<file path="src/rtl/alib_cartesian_to_spherical_cordic.sv">
// Cartesian (x, y, z) to spherical (range, azimuth, elevation) converter.
// Two sequential CORDIC vectoring passes share one micro-rotation datapath:
// pass 1 rotates (y, x) to get azimuth and the xy-projection length, and
// pass 2 rotates (rho, z) to get range and elevation.
module alib_cartesian_to_spherical_cordic #(
  parameter int unsigned N_ITER = 16,
  parameter int unsigned GUARD  = 4
) (
  input  logic               i_clk,
  input  logic               i_rst,
  input  logic signed [15:0] i_x,
  input  logic signed [15:0] i_y,
  input  logic signed [15:0] i_z,
  input  logic               i_valid,
  output logic               o_ready,
  output logic        [15:0] o_range,
  output logic signed [15:0] o_azimuth,
  output logic signed [15:0] o_elevation,
  output logic               o_valid,
  input  logic               i_ready
);

  localparam int unsigned W  = 18 + GUARD;
  localparam int unsigned PW = W + 17;

  // 1/K in Q15, plus rounding offsets for the Q15 and guard-bit shifts
  localparam logic signed [PW-1:0] KInv   = PW'(19898);
  localparam logic signed [PW-1:0] RndQ15 = PW'(16384);
  localparam logic signed [PW-1:0] RndG   = PW'(1 << (GUARD - 1));

  typedef enum logic [2:0] {
    StIdle, StIter1, StComp1, StIter2, StComp2, StDone
  } state_e;

  // atan(2^-i) in BAM, 32768 = pi
  function automatic logic signed [15:0] atan_lut(input logic [4:0] idx);
    logic signed [15:0] v;
    case (idx)
      5'd0:    v = 16'sd8192;
      5'd1:    v = 16'sd4836;
      5'd2:    v = 16'sd2555;
      5'd3:    v = 16'sd1297;
      5'd4:    v = 16'sd651;
      5'd5:    v = 16'sd326;
      5'd6:    v = 16'sd163;
      5'd7:    v = 16'sd81;
      5'd8:    v = 16'sd41;
      5'd9:    v = 16'sd20;
      5'd10:   v = 16'sd10;
      5'd11:   v = 16'sd5;
      5'd12:   v = 16'sd3;
      5'd13:   v = 16'sd1;
      5'd14:   v = 16'sd1;
      default: v = 16'sd0;
    endcase
    return v;
  endfunction

  state_e             state_q, state_d;
  logic [4:0]         iter_q, iter_d;
  logic signed [W-1:0] xc_q, xc_d, yc_q, yc_d;
  logic signed [15:0] z_q, z_d;
  logic signed [15:0] zin_q, zin_d;
  logic               xy_zero_q, xy_zero_d, all_zero_q, all_zero_d;
  logic        [15:0] range_q, range_d;
  logic signed [15:0] az_q, az_d, el_q, el_d;

  logic signed [W-1:0]  xs, ys, y_in, x_in;
  logic signed [PW-1:0] prod, rho_full;
  logic signed [15:0]   atan_i;

  // Next-state, micro-rotation and gain-compensation logic
  always_comb begin
    state_d    = state_q;
    iter_d     = iter_q;
    xc_d       = xc_q;
    yc_d       = yc_q;
    z_d        = z_q;
    zin_d      = zin_q;
    xy_zero_d  = xy_zero_q;
    all_zero_d = all_zero_q;
    range_d    = range_q;
    az_d       = az_q;
    el_d       = el_q;

    xs       = xc_q >>> iter_q;
    ys       = yc_q >>> iter_q;
    atan_i   = atan_lut(iter_q);
    y_in     = W'(i_y) <<< GUARD;
    x_in     = W'(i_x) <<< GUARD;
    prod     = PW'(xc_q) * KInv;
    rho_full = (prod + RndQ15) >>> 15;

    unique case (state_q)
      StIdle: begin
        if (i_valid) begin
          // Left half-plane: rotate by pi so vectoring converges
          if (i_y[15]) begin
            xc_d = -y_in;
            yc_d = -x_in;
            z_d  = -16'sd32768;
          end else begin
            xc_d = y_in;
            yc_d = x_in;
            z_d  = 16'sd0;
          end
          zin_d      = i_z;
          xy_zero_d  = (i_x == 16'sd0) && (i_y == 16'sd0);
          all_zero_d = (i_x == 16'sd0) && (i_y == 16'sd0) && (i_z == 16'sd0);
          iter_d     = 5'd0;
          state_d    = StIter1;
        end
      end
      StIter1, StIter2: begin
        if (!yc_q[W-1]) begin
          xc_d = xc_q + ys;
          yc_d = yc_q - xs;
          z_d  = z_q + atan_i;
        end else begin
          xc_d = xc_q - ys;
          yc_d = yc_q + xs;
          z_d  = z_q - atan_i;
        end
        if (iter_q == 5'(N_ITER - 1)) begin
          iter_d  = 5'd0;
          state_d = (state_q == StIter1) ? StComp1 : StComp2;
        end else begin
          iter_d = iter_q + 5'd1;
        end
      end
      StComp1: begin
        az_d    = xy_zero_q ? 16'sd0 : z_q;
        xc_d    = W'(rho_full);
        yc_d    = W'(zin_q) <<< GUARD;
        z_d     = 16'sd0;
        state_d = StIter2;
      end
      StComp2: begin
        el_d    = all_zero_q ? 16'sd0 : z_q;
        range_d = 16'((rho_full + RndG) >>> GUARD);
        state_d = StDone;
      end
      StDone: begin
        if (i_ready) state_d = StIdle;
      end
      default: state_d = StIdle;
    endcase
  end

  // State and datapath registers
  always_ff @(posedge i_clk or posedge i_rst) begin
    if (i_rst) begin
      state_q    <= StIdle;
      iter_q     <= '0;
      xc_q       <= '0;
      yc_q       <= '0;
      z_q        <= '0;
      zin_q      <= '0;
      xy_zero_q  <= 1'b0;
      all_zero_q <= 1'b0;
      range_q    <= '0;
      az_q       <= '0;
      el_q       <= '0;
    end else begin
      state_q    <= state_d;
      iter_q     <= iter_d;
      xc_q       <= xc_d;
      yc_q       <= yc_d;
      z_q        <= z_d;
      zin_q      <= zin_d;
      xy_zero_q  <= xy_zero_d;
      all_zero_q <= all_zero_d;
      range_q    <= range_d;
      az_q       <= az_d;
      el_q       <= el_d;
    end
  end

  assign o_ready     = (state_q == StIdle);
  assign o_valid     = (state_q == StDone);
  assign o_range     = range_q;
  assign o_azimuth   = az_q;
  assign o_elevation = el_q;

endmodule

</file>
<file path="config.mk">
export PLATFORM = sky130hd
export DESIGN_NAME = alib_cartesian_to_spherical_cordic
export DESIGN_NICKNAME = d
export VERILOG_FILES = /design/src/rtl/alib_cartesian_to_spherical_cordic.sv
export SDC_FILE = /design/constraint.sdc
export NUM_CORES = 1
export LEC_CHECK = 0
export ABC_CLOCK_PERIOD_IN_PS = 15400
export BUFFER_PORTS_ARGS = -buffer_cell sky130_fd_sc_hd__buf_2
export CORE_ASPECT_RATIO = 2
export CORE_UTILIZATION = 55
export CTS_CLUSTER_DIAMETER = 40
export DETAILED_ROUTE_END_ITERATION = 10
export GPL_TIMING_DRIVEN = 0
export PLACE_DENSITY = 0.73
export SLEW_MARGIN = 20
export SYNTH_ARGS = -nofsm -noshare
export SYNTH_HDL_FRONTEND = slang
export SYNTH_SLANG_ARGS = --single-unit
</file>
<file path="constraint.sdc">
create_clock -name i_clk -period 15.4 [get_ports i_clk]
set_input_delay 3.85 -clock i_clk [delete_from_list [all_inputs] [get_ports i_clk]]
set_output_delay 3.85 -clock i_clk [all_outputs]
set_load 0.02 [all_outputs]
</file>
==> summary.txt <==
========================================================================================================
Count of clock tree sinks                                                                            134
CTS Buf Count                                                                                         17
Number of levels the H-tree was split into                                                             4
Pre-Repair DR Iteration Count                                                                          8
Syn_area_per_cell                                                                               8.56 um2
Average wire per standard cell                                                                   26.2 um
Number of distinct library cells after synthesis                                                      96
Remaining antenna violation count after routing                                                        0
Clock latency of the later-clocked register in the worst-skew pair                                460 ps
Achievable clock frequency                                                                     0.102 GHz
Vias in the first global route                                                                     19800
Die extent in x                                                                                   137 um
Number of enable flip-flop cells after synthesis                                                       0
Cell at the root of the clock tree                                                          sky130_fd_sc_hd__clkbuf_16
Post-CTS clock slew at the launch and capture registers of the worst setup and hold paths          60 ps
Worst hold path type                                                                        register to register
Max-cap violation count                                                                                0
Global-route wire length before repair                                                         116000 um
YS warnings                                                                                            0
Drt first-iter violations                                                                           1362
FF-to-FF Start                                                                                   xc_q[9]
# DRC                                                                                                  0
Y dimension of the die                                                                            272 um
Asr flop ratio synth                                                                                100%
Cell area after synthesis                                                                      20000 um2
Clock skew after layout                                                                          14.1 ps
Number of pins exceeding their max-slew limit in the final report                                      0
Post-Route Setup TNS                                                                                0 ps
Min Clock Period, post-route                                                                     9800 ps
Cells after Synth                                                                                   2343
Total global-route track usage                                                                     43.1%
Starting utilization of the core area                                                              56.0%
Combined flip-flop and latch cell area                                                          3350 um2
Number of buffers on the longest clock path                                                            2
Reg2Reg Depth                                                                                         24
Area added between synthesis and finish                                                            8.55%
Placement Setup Slack                                                                            6310 ps
Max-slew headroom at the worst pin                                                                 19.3%
HPWL Detailed                                                                                   59900 um
Outcome                                                                                     complete, no violations
Hold path startpoint                                                                        o_azimuth[7]
Unrepaired setup endpoints after global routing                                                       no
Average via count per standard cell                                                                 6.46
Setup slack of the most critical reg-to-reg path                                                 5600 ps
Worst EP required                                                                               15730 ps
Final setup viols                                                                                      0
End of the worst register-to-register path                                                   o_range[15]
Net count, final                                                                                    2860
Crit. End Element                                                                               register
Final Hold Violating Endpoints                                                                         0
Ys flop type                                                                                sky130_fd_sc_hd__dfrtp_1
Ratio of final minimum period to clock period                                                      63.6%
Fraction of the yosys area taken by sequential cells                                               16.7%
Critical Path End                                                                            o_range[15]
Count of instances resized after the clock tree is built                                               0
Maximum number of pins on one net before global-route repair                                          87
CP startpoint kind                                                                              register
Number of nets produced by synthesis                                                                2739
Arrival time at the worst endpoint                                                              10140 ps
#FFs+latches synth                                                                                   134
Share of cell area taken by muxes after synthesis                                                  8.09%
Row Count                                                                                             98
Dominant combinational cell family by area after synthesis                                   adder cells
Total die area                                                                                 37300 um2
Post-route worst setup slack                                                                     5600 ps
Antenna violations before repair                                                                       5
Setup repair bufs after CTS                                                                            0
CTS hold repair buffers                                                                                0
Worst setup startpoint                                                                           xc_q[9]
Minimum hold slack                                                                                465 ps
Simple logic cell fraction of the synthesized area                                                 17.6%
Total wire length                                                                               76700 um
Filler cells                                                                                        3235
Final GP Congestion                                                                                 1.04
Vias                                                                                               18900
Placeable core area                                                                            35800 um2
Area of the multi-input gates                                                                  15200 um2
Number of placed I/O pins                                                                            102
Largest fanout on the critical path                                                                   11
Quantity of I/O buffers inserted on ports                                                            101
Total grt overflow                                                                                     0
Post-synthesis xor/xnor area fraction                                                              6.51%
Fraction of layout instances using a drive strength above 1                                        10.6%
Clock tree from TritonCTS                                                                           done
Fraction of the mapped netlist area in compound gates                                              16.2%
Actual slew at the worst max-slew pin                                                            1200 ps
Share of synthesized cell area in full adder, half adder and majority cells                        27.0%
Path type of the worst setup path                                                           register to register
========================================================================================================
[layout make-up]
class	instances	share of cell area (%)
Multi-Input combinational cell	1799	69.6
Sequential cell	134	15.4
Inverter	312	5.42
Tap cell	450	2.59
Timing Repair Buffer	102	2.45
Clock buffer	18	2.02
Buffer	98	1.77
Clock inverter	13	0.678
Antenna cell	3	0.0345
[cells in the mapped netlist, drive strengths merged, types with 29 or more instances]
cell	instances	share of area, %
a21oi	95	2.4
buf	29	0.63
clkbuf	69	1.3
dfrtp	134	17
fa	149	15
ha	195	12
inv	311	5.8
mux2i	29	1.4
mux4	51	5.7
nand2	290	5.4
nand3	34	0.87
nor2	147	2.8
nor3	33	0.82
o21ai	142	3.6
o31ai	31	1.2
xnor2	97	4.2
xor2	52	2.3
[how the worst min path moves through the flow]
stage                     cells past startpoint  slack [ps]             to
after floorplan                               2         440       zin_q[8]
after detailed placement                      2         450   o_azimuth[7]
after global placement                        2         450   o_azimuth[7]
final                                         2         460   o_azimuth[7]
after CTS                                     2         460   o_azimuth[7]
after global routing                          2         490  o_azimuth[15]
[state kept, by name, indices dropped and copies added (netlist names)]
signal       cells
o_azimuth       16
zin_q           16
state_q          3
z_q             16
o_range         16
o_elevation     16
xy_zero_q        1
iter_q           5
all_zero_q       1
xc_q            22
yc_q            22
[cell families (layout without fill, tap and decap cells)]
kind of cell    after synthesis  in the layout
simple gates                724            724
compound gates              486            486
buf+inv                     410            543
fa+ha+maj                   344            344
xor+xnor                    149            149
flops                       134            134
mux                          96             96
other cells                   0              3
[per-stage QoR]
step           std cells  utilization [%]  cell area (um2)
3_5_place_dp        2895             59.1            21200
3_3_place_gp        2894             59.0            21100
5_1_grt             2927             60.8            21800
2_1_floorplan       2343                -            20000
6_report            2929             60.8            21800
4_1_cts             2926             60.7            21700
[metal layers]
layer | up-vias | wire, um | GRT usage (%)
li1 | 8382 | - | -
met1 | 9093 | 23200 | 39.3
met2 | 949 | 37400 | 71.9
met3 | 485 | 5890 | 12.5
met4 | 4 | 10100 | 46.1
met5 | - | 31 | 0
[layout by cell type, fill, tap and decap left out, types with 22 or more instances in the layout]
cell type	instances
sky130_fd_sc_hd__mux4_2	51
sky130_fd_sc_hd__inv_1	308
sky130_fd_sc_hd__o22ai_1	26
sky130_fd_sc_hd__mux2i_1	29
sky130_fd_sc_hd__buf_2	115
sky130_fd_sc_hd__fa_1	149
sky130_fd_sc_hd__xor2_1	52
sky130_fd_sc_hd__nor3_1	33
sky130_fd_sc_hd__nand3_1	33
sky130_fd_sc_hd__and2_1	22
sky130_fd_sc_hd__or3_1	22
sky130_fd_sc_hd__xnor2_1	95
sky130_fd_sc_hd__nor2_1	147
sky130_fd_sc_hd__o21ai_0	135
sky130_fd_sc_hd__o31ai_1	30
sky130_fd_sc_hd__nand2_1	290
sky130_fd_sc_hd__nand2b_1	28
sky130_fd_sc_hd__a31oi_1	22
sky130_fd_sc_hd__a21o_1	23
sky130_fd_sc_hd__clkbuf_1	69
sky130_fd_sc_hd__a21oi_1	93
sky130_fd_sc_hd__ha_1	195
sky130_fd_sc_hd__dfrtp_1	134
[worst max-delay path, stage by stage (launching register included)]
cell	delay, ps
sky130_fd_sc_hd__dfrtp_1	950
sky130_fd_sc_hd__ha_1	380
sky130_fd_sc_hd__inv_1	240
sky130_fd_sc_hd__fa_1	450
sky130_fd_sc_hd__inv_1	80
sky130_fd_sc_hd__fa_1	440
sky130_fd_sc_hd__fa_1	540
sky130_fd_sc_hd__fa_1	560
sky130_fd_sc_hd__inv_1	60
sky130_fd_sc_hd__fa_1	530
sky130_fd_sc_hd__inv_1	50
sky130_fd_sc_hd__ha_1	260
sky130_fd_sc_hd__buf_2	180
sky130_fd_sc_hd__nand3_1	270
sky130_fd_sc_hd__a211oi_4	650
sky130_fd_sc_hd__and3_4	310
sky130_fd_sc_hd__a32oi_4	140
sky130_fd_sc_hd__o21ai_0	330
sky130_fd_sc_hd__xor2_1	450
sky130_fd_sc_hd__nand3_2	290
sky130_fd_sc_hd__o41a_1	510
sky130_fd_sc_hd__o31ai_2	850
sky130_fd_sc_hd__nand4_1	410
sky130_fd_sc_hd__or3_1	440
sky130_fd_sc_hd__a221o_1	300
Power is not shown: default switching activity piles up to over one toggle a cycle in this logic, so the estimate is an artifact.
